--- src/rtl/ajc_logic_unit_sequencer_v_if.sv ---
// Bundle of issue, load and debug-read signals between the decode side
// and the logic unit sequencer.
interface ajc_logic_unit_sequencer_v_if #(
    parameter int unsigned AW = 3
);
    logic          Start;
    logic [1:0]    Op_Func;
    logic [AW-1:0] Dst_Addr;
    logic [AW-1:0] SrcX_Addr;
    logic [AW-1:0] SrcY_Addr;
    logic          Use_Imm;
    logic [7:0]    Imm_Y;
    logic          Load_En;
    logic [AW-1:0] Load_Addr;
    logic [7:0]    Load_Data;
    logic [AW-1:0] Rd_Addr;
    logic [7:0]    Rd_Data;
    logic          Busy;
    logic          Done;
    logic [7:0]    Result;
    logic [3:0]    CNVZ;

    modport master (
        output Start, Op_Func, Dst_Addr, SrcX_Addr, SrcY_Addr, Use_Imm, Imm_Y,
               Load_En, Load_Addr, Load_Data, Rd_Addr,
        input  Rd_Data, Busy, Done, Result, CNVZ
    );

    modport slave (
        input  Start, Op_Func, Dst_Addr, SrcX_Addr, SrcY_Addr, Use_Imm, Imm_Y,
               Load_En, Load_Addr, Load_Data, Rd_Addr,
        output Rd_Data, Busy, Done, Result, CNVZ
    );
endinterface

--- src/rtl/ajc_logic_unit_sequencer_v.sv ---
// Multi-cycle sequencer running one register-to-register logic instruction
// at a time: IDLE -> FETCH -> EXEC -> WB. Owns the register file, the
// instruction latch, operand/result registers and the CNVZ flag register.
module ajc_logic_unit_sequencer_v #(
    parameter int unsigned NREG = 8,
    parameter int unsigned AW   = 3
) (
    input  logic                         i_Clock,
    input  logic                         i_Reset,
    ajc_logic_unit_sequencer_v_if.slave  bus
);

    typedef enum logic [1:0] {
        S_IDLE,
        S_FETCH,
        S_EXEC,
        S_WB
    } state_t;

    state_t        r_state;
    logic [7:0]    r_regs [NREG];

    logic [1:0]    r_op;
    logic [AW-1:0] r_dst;
    logic [AW-1:0] r_srcx;
    logic [AW-1:0] r_srcy;
    logic          r_use_imm;
    logic [7:0]    r_imm;

    logic [7:0]    r_opx;
    logic [7:0]    r_opy;
    logic [7:0]    r_result;
    logic [3:0]    r_pend;
    logic [3:0]    r_cnvz;
    logic          r_busy;
    logic          r_done;

    logic [7:0]    w_lu_res;
    logic [3:0]    w_lu_flags;

    // 8-bit logic unit: XOR / AND / OR / pass X; C and V are always clear
    always_comb begin
        w_lu_res = '0;
        unique case (r_op)
            2'd0: w_lu_res = r_opx ^ r_opy;
            2'd1: w_lu_res = r_opx & r_opy;
            2'd2: w_lu_res = r_opx | r_opy;
            2'd3: w_lu_res = r_opx;
            default: w_lu_res = '0;
        endcase
        w_lu_flags = {1'b0, w_lu_res[7], 1'b0, (w_lu_res == 8'h00)};
    end

    // Sequencer FSM with register file, latches and registered status outputs
    always_ff @(posedge i_Clock) begin
        if (i_Reset) begin
            r_state   <= S_IDLE;
            r_op      <= '0;
            r_dst     <= '0;
            r_srcx    <= '0;
            r_srcy    <= '0;
            r_use_imm <= 1'b0;
            r_imm     <= '0;
            r_opx     <= '0;
            r_opy     <= '0;
            r_result  <= '0;
            r_pend    <= '0;
            r_cnvz    <= '0;
            r_busy    <= 1'b0;
            r_done    <= 1'b0;
            for (int unsigned i = 0; i < NREG; i++) begin
                r_regs[i] <= '0;
            end
        end else begin
            r_done <= 1'b0;
            unique case (r_state)
                S_IDLE: begin
                    // External load lands at this edge, so a same-cycle issue
                    // sees it one cycle later in FETCH.
                    if (bus.Load_En) begin
                        r_regs[bus.Load_Addr] <= bus.Load_Data;
                    end
                    if (bus.Start) begin
                        r_op      <= bus.Op_Func;
                        r_dst     <= bus.Dst_Addr;
                        r_srcx    <= bus.SrcX_Addr;
                        r_srcy    <= bus.SrcY_Addr;
                        r_use_imm <= bus.Use_Imm;
                        r_imm     <= bus.Imm_Y;
                        r_busy    <= 1'b1;
                        r_state   <= S_FETCH;
                    end
                end
                S_FETCH: begin
                    r_opx   <= r_regs[r_srcx];
                    r_opy   <= r_use_imm ? r_imm : r_regs[r_srcy];
                    r_state <= S_EXEC;
                end
                S_EXEC: begin
                    r_result <= w_lu_res;
                    r_pend   <= w_lu_flags;
                    r_done   <= 1'b1;
                    r_state  <= S_WB;
                end
                S_WB: begin
                    r_regs[r_dst] <= r_result;
                    r_cnvz        <= r_pend;
                    r_busy        <= 1'b0;
                    r_state       <= S_IDLE;
                end
                default: r_state <= S_IDLE;
            endcase
        end
    end

    assign bus.Rd_Data = r_regs[bus.Rd_Addr];
    assign bus.Busy    = r_busy;
    assign bus.Done    = r_done;
    assign bus.Result  = r_result;
    assign bus.CNVZ    = r_cnvz;

endmodule

--- src/flat_wrapper.sv ---
// flat-port wrapper written by rule: the top's interface ports become plain ports
module ajc_logic_unit_sequencer_v_flat 
#(
    parameter int unsigned NREG = 8,
    parameter int unsigned AW   = 3
)
  (i_Clock, i_Reset, bus_Start, bus_Op_Func, bus_Dst_Addr, bus_SrcX_Addr, bus_SrcY_Addr, bus_Use_Imm, bus_Imm_Y, bus_Load_En, bus_Load_Addr, bus_Load_Data, bus_Rd_Addr, bus_Rd_Data, bus_Busy, bus_Done, bus_Result, bus_CNVZ);
  ajc_logic_unit_sequencer_v_if #(.AW(AW)) bus_i ();
  input  logic i_Clock;
  input  logic i_Reset;
  input wire logic [$bits(bus_i.Start)-1:0] bus_Start;
  input wire logic [$bits(bus_i.Op_Func)-1:0] bus_Op_Func;
  input wire logic [$bits(bus_i.Dst_Addr)-1:0] bus_Dst_Addr;
  input wire logic [$bits(bus_i.SrcX_Addr)-1:0] bus_SrcX_Addr;
  input wire logic [$bits(bus_i.SrcY_Addr)-1:0] bus_SrcY_Addr;
  input wire logic [$bits(bus_i.Use_Imm)-1:0] bus_Use_Imm;
  input wire logic [$bits(bus_i.Imm_Y)-1:0] bus_Imm_Y;
  input wire logic [$bits(bus_i.Load_En)-1:0] bus_Load_En;
  input wire logic [$bits(bus_i.Load_Addr)-1:0] bus_Load_Addr;
  input wire logic [$bits(bus_i.Load_Data)-1:0] bus_Load_Data;
  input wire logic [$bits(bus_i.Rd_Addr)-1:0] bus_Rd_Addr;
  output wire logic [$bits(bus_i.Rd_Data)-1:0] bus_Rd_Data;
  output wire logic [$bits(bus_i.Busy)-1:0] bus_Busy;
  output wire logic [$bits(bus_i.Done)-1:0] bus_Done;
  output wire logic [$bits(bus_i.Result)-1:0] bus_Result;
  output wire logic [$bits(bus_i.CNVZ)-1:0] bus_CNVZ;
  assign bus_i.Start = bus_Start;
  assign bus_i.Op_Func = bus_Op_Func;
  assign bus_i.Dst_Addr = bus_Dst_Addr;
  assign bus_i.SrcX_Addr = bus_SrcX_Addr;
  assign bus_i.SrcY_Addr = bus_SrcY_Addr;
  assign bus_i.Use_Imm = bus_Use_Imm;
  assign bus_i.Imm_Y = bus_Imm_Y;
  assign bus_i.Load_En = bus_Load_En;
  assign bus_i.Load_Addr = bus_Load_Addr;
  assign bus_i.Load_Data = bus_Load_Data;
  assign bus_i.Rd_Addr = bus_Rd_Addr;
  assign bus_Rd_Data = bus_i.Rd_Data;
  assign bus_Busy = bus_i.Busy;
  assign bus_Done = bus_i.Done;
  assign bus_Result = bus_i.Result;
  assign bus_CNVZ = bus_i.CNVZ;
  ajc_logic_unit_sequencer_v #(.NREG(NREG), .AW(AW)) u_core (.i_Clock(i_Clock), .i_Reset(i_Reset), .bus(bus_i));
endmodule
--- config.mk ---
export PLATFORM = sky130hd
export DESIGN_NAME = ajc_logic_unit_sequencer_v_flat
export DESIGN_NICKNAME = d
export VERILOG_FILES = /design/src/rtl/ajc_logic_unit_sequencer_v_if.sv /design/src/rtl/ajc_logic_unit_sequencer_v.sv /design/src/flat_wrapper.sv
export SDC_FILE = /design/constraint.sdc
export NUM_CORES = 1
export LEC_CHECK = 0
export ABC_AREA = 1
export CAP_MARGIN = 20
export CORE_MARGIN = 5
export CORE_UTILIZATION = 40
export DETAILED_ROUTE_END_ITERATION = 10
export DONT_BUFFER_PORTS = 1
export SLEW_MARGIN = 20
export SYNTH_ARGS = -nofsm -noshare
export SYNTH_HDL_FRONTEND = slang
export SYNTH_SLANG_ARGS = --single-unit
--- constraint.sdc ---
create_clock -name i_Clock -period 2.84 [get_ports i_Clock]
set_input_delay 0.426 -clock i_Clock [delete_from_list [all_inputs] [get_ports i_Clock]]
set_output_delay 0.426 -clock i_Clock [all_outputs]
set_load 0.01 [all_outputs]
==> flow_metrics.env <==
export IMPL_status="complete, no violations"
export IMPL_dpl_worst_slack_ns=0.4575
export IMPL_postSynthCellCount=831
export IMPL_drc_errors=0
export IMPL_dieArea_sq_mm=0.01916
export IMPL_async_flop_share_pct=0
export IMPL_power_density_mw_per_mm2=898.9
export IMPL_drt_vias_per_instance=5.417
export IMPL_vias=5682
export IMPL_seq_area_frac_synth_pct=45.51
export IMPL_cts_buffer_depth=2
export IMPL_crit_path_max_fanout=12
export IMPL_synthSimpleGateAreaFrac_pct=18.64
export IMPL_hold_buffers=0
export IMPL_dieWidth_microns=138.4
export IMPL_setup_tns_ns=0
export IMPL_drive_above_1_share_pct=8.685
export IMPL_area_growth_pct=11.51
export IMPL_crit_path_start_kind="flop"
export IMPL_ctsResizeCount=0
export IMPL_worstPathRequired_ns=2.93
export IMPL_drtAntennaViolNets=0
export IMPL_dp_cells=1017
export IMPL_clockRootBuffer="clkbuf_16"
export IMPL_ys_flop_type="edfxtp_1"
export IMPL_synth_cell_types=36
export IMPL_dpl_hpwl_microns=14060
export IMPL_grt_max_degree=61
export IMPL_num_rows=47
export IMPL_drt_first_pass_iters=7
export IMPL_wire_per_inst_microns=18.03
export IMPL_worstMarginPinSlew_ns=0.9583
export IMPL_cts_tree="done"
export IMPL_synthTopCellsByArea="edfxtp_1 (29%), dfxtp_1 (16%), o21ai_0 (9.5%)"
export IMPL_syn_area_per_cell_sq_um=7.939
export IMPL_layout_cells_non_filler=1049
export IMPL_clock_latency_ns=0.42
export IMPL_antenna_found_initial=0
export IMPL_overflow=0
export IMPL_setup_viol=0
export IMPL_final_util_pct=44.84
export IMPL_diodes=0
export IMPL_yosys_area_share_adder_pct=3.983
export IMPL_clock_sink_count=118
export IMPL_numPortBuffers=0
export IMPL_synth_top_area_cell="edfxtp_1"
export IMPL_die_height_microns=138.4
export IMPL_synth_seq_cells=118
export IMPL_nNetsFinal=875
export IMPL_coreArea_sq_mm=0.01641
export IMPL_boundaryPins=60
export IMPL_grt_total_usage_pct=19.50
export IMPL_fmax_ghz=0.4161
export IMPL_synth_xor_area_share_pct=0
export IMPL_hp_class="in -> reg"
export IMPL_synth_compound_area_share_pct=22.93
export IMPL_drv_cap=0
export IMPL_fin_skew_ns=0.01082
export IMPL_grt_pass1_vias=4977
export IMPL_synth_top_area_share_pct=29.13
export IMPL_start_util_pct=40.21
export IMPL_clkTransAtPathRegs_ns=0.06
export IMPL_cts_htree_levels=4
export IMPL_first_iter_violations=495
export IMPL_finalPower_uw=6614
export IMPL_worstSetupEndpointType="flop"
export IMPL_postCtsSetupRepairBufs=0
export IMPL_arrival_ns=2.49
export IMPL_grt_setup_unrepaired="no"
export IMPL_routed_wl_microns=18920
export IMPL_hold_viol_final=0
export IMPL_synth_top_family_by_area="compound AO/OA/AOI/OAI gates"
export IMPL_slew_limit_headroom_pct=35.69
export IMPL_crit_type="reg -> reg"
export IMPL_syn_area_sq_mm=0.006598
export IMPL_synth_edff_count=64
export IMPL_irDropWorstVdd_v=0.0004353
export IMPL_p_leak_uw=0.002986
export IMPL_synth_mux_area_share_pct=0.9103
export IMPL_finalMaxSlewViolations=0
export IMPL_period_share_pct=84.63
export IMPL_grt_pass1_wl_microns=29020
export IMPL_cts_buffers=17
export IMPL_period_needed_ns=2.403
export IMPL_gp_congestion=0.8772
export IMPL_yosys_warnings=0
export IMPL_fin_ws_ns=0.4366
path summary, 6_finish.rpt:
| path | from | to | slack (ns) | cells past startpoint |
|---|---|---|---|---|
| max reg2reg | u_core.r_state[0] | u_core.r_regs[0][2] | 0.44 | 9 |
| max | u_core.r_state[0] | u_core.r_regs[0][2] | 0.44 | 9 |
| min | i_Reset | u_core.bus.Done | 0.07 | 1 |
| min reg2reg | u_core.r_pend[0] | u_core.bus.CNVZ[0] | 0.46 | 2 |
final cells by class:
type | instances | area [sq um]
fill | 1651 | 9050
multi-input combinational | 583 | 3073
sequential | 118 | 3003
clock buffer | 17 | 425.4
inverter | 82 | 312.8
tap | 220 | 275.3
clock inverter | 15 | 162.7
timing repair buffer | 14 | 105.1
logic make-up after synthesis:
| group | after synthesis |
|---|---|
| multiplexers | 6 |
| AND/OR/NAND/NOR | 280 |
| buffers and inverters | 131 |
| other | 1 |
| flip-flops | 118 |
| AO/OA/AOI/OAI | 274 |
| adder cells (fa/ha/maj) | 21 |
where the power goes:
group,switching (uW),internal [uW],total (uW)
logic,1360,667,2030
clock network,872,1240,2110
registers,351,2130,2480
synthesized netlist by cell type, types with 3 or more instances:
| cell type | instances |
|---|---|
| a31oi_1 | 8 |
| buf_4 | 3 |
| clkinv_1 | 4 |
| clkbuf_1 | 33 |
| nand3b_1 | 3 |
| nand3_1 | 36 |
| buf_1 | 4 |
| inv_2 | 4 |
| mux2i_1 | 6 |
| nor2_1 | 135 |
| ha_1 | 21 |
| dfxtp_1 | 54 |
| a21oi_1 | 87 |
| inv_1 | 72 |
| edfxtp_1 | 64 |
| nand2_1 | 88 |
| nand2_4 | 8 |
| a211oi_1 | 3 |
| buf_2 | 8 |
| o211ai_1 | 29 |
| nor2_4 | 5 |
| o22ai_1 | 8 |
| o21ai_1 | 9 |
| o21ai_0 | 125 |
per-stage QoR:
stage	hold slack, ns	instance area, sq um
finish	0.07038	7357
CTS	0.05505	7357
global route	0.05569	7357
global placement	0.4480	6769
floorplan	0.4191	6601
detailed placement	0.4419	6769
flip-flops by register name, indices dropped and copies added, names as in the netlist, named ones only:
name and cells:
u_core.r_opy 8, u_core.r_op 2, u_core.bus.Done 1, u_core.bus.CNVZ 2
u_core.bus.Result 7, u_core.bus.Busy 1, u_core.r_srcx 3, u_core.r_regs 64
u_core.r_use_imm 1, u_core.r_pend 2, u_core.r_imm 8, u_core.r_opx 8
u_core.r_srcy 3, u_core.r_state 2, u_core.r_dst 3
critical path, stage by stage (launching register included):
cell and delay, ns:
dfxtp_1 0.35, ha_1 0.15, inv_1 0.09, nor2_4 0.38
inv_4 0.12, nand2_1 0.10, o21ai_2 0.09, nor2_1 0.36
nand2_4 0.14, nand2_1 0.29
per-layer routing:
| metal | wire length (microns) | vias up | share of wire (%) | track usage (%) |
|---|---|---|---|---|
| met1 | 8779 | 2634 | 46 | 28.51 |
| met2 | 8097 | 202 | 43 | 27.98 |
| met4 | 532 | 0 | 2.8 | 7.956 |
| li1 | - | 2808 | - | - |
| met5 | 0 | - | 0 | 0 |
| met3 | 1507 | 38 | 8.0 | 4.213 |
layout by cell type (no fill, tap or decap), types with 2 or more instances in the layout:
cell        count
inv_8           2
clkinvlp_4      2
ha_1           21
a31oi_1         8
clkbuf_16      17
inv_6           6
dfxtp_1        54
edfxtp_1       64
a211oi_1        3
o211ai_1       29
mux2i_1         6
nand2_4         8
o22ai_1         8
o21ai_0       125
nand3_1        36
inv_2           4
conb_1          2
clkinv_4        3
clkinv_1        4
nand2_1        88
nor2_4          5
inv_4           2
nand3b_1        3
buf_4          14
nor2_1        135
inv_1          72
o21ai_2         2
o21ai_1         9
a21oi_1        87
Power figures use the tool's default switching activity.
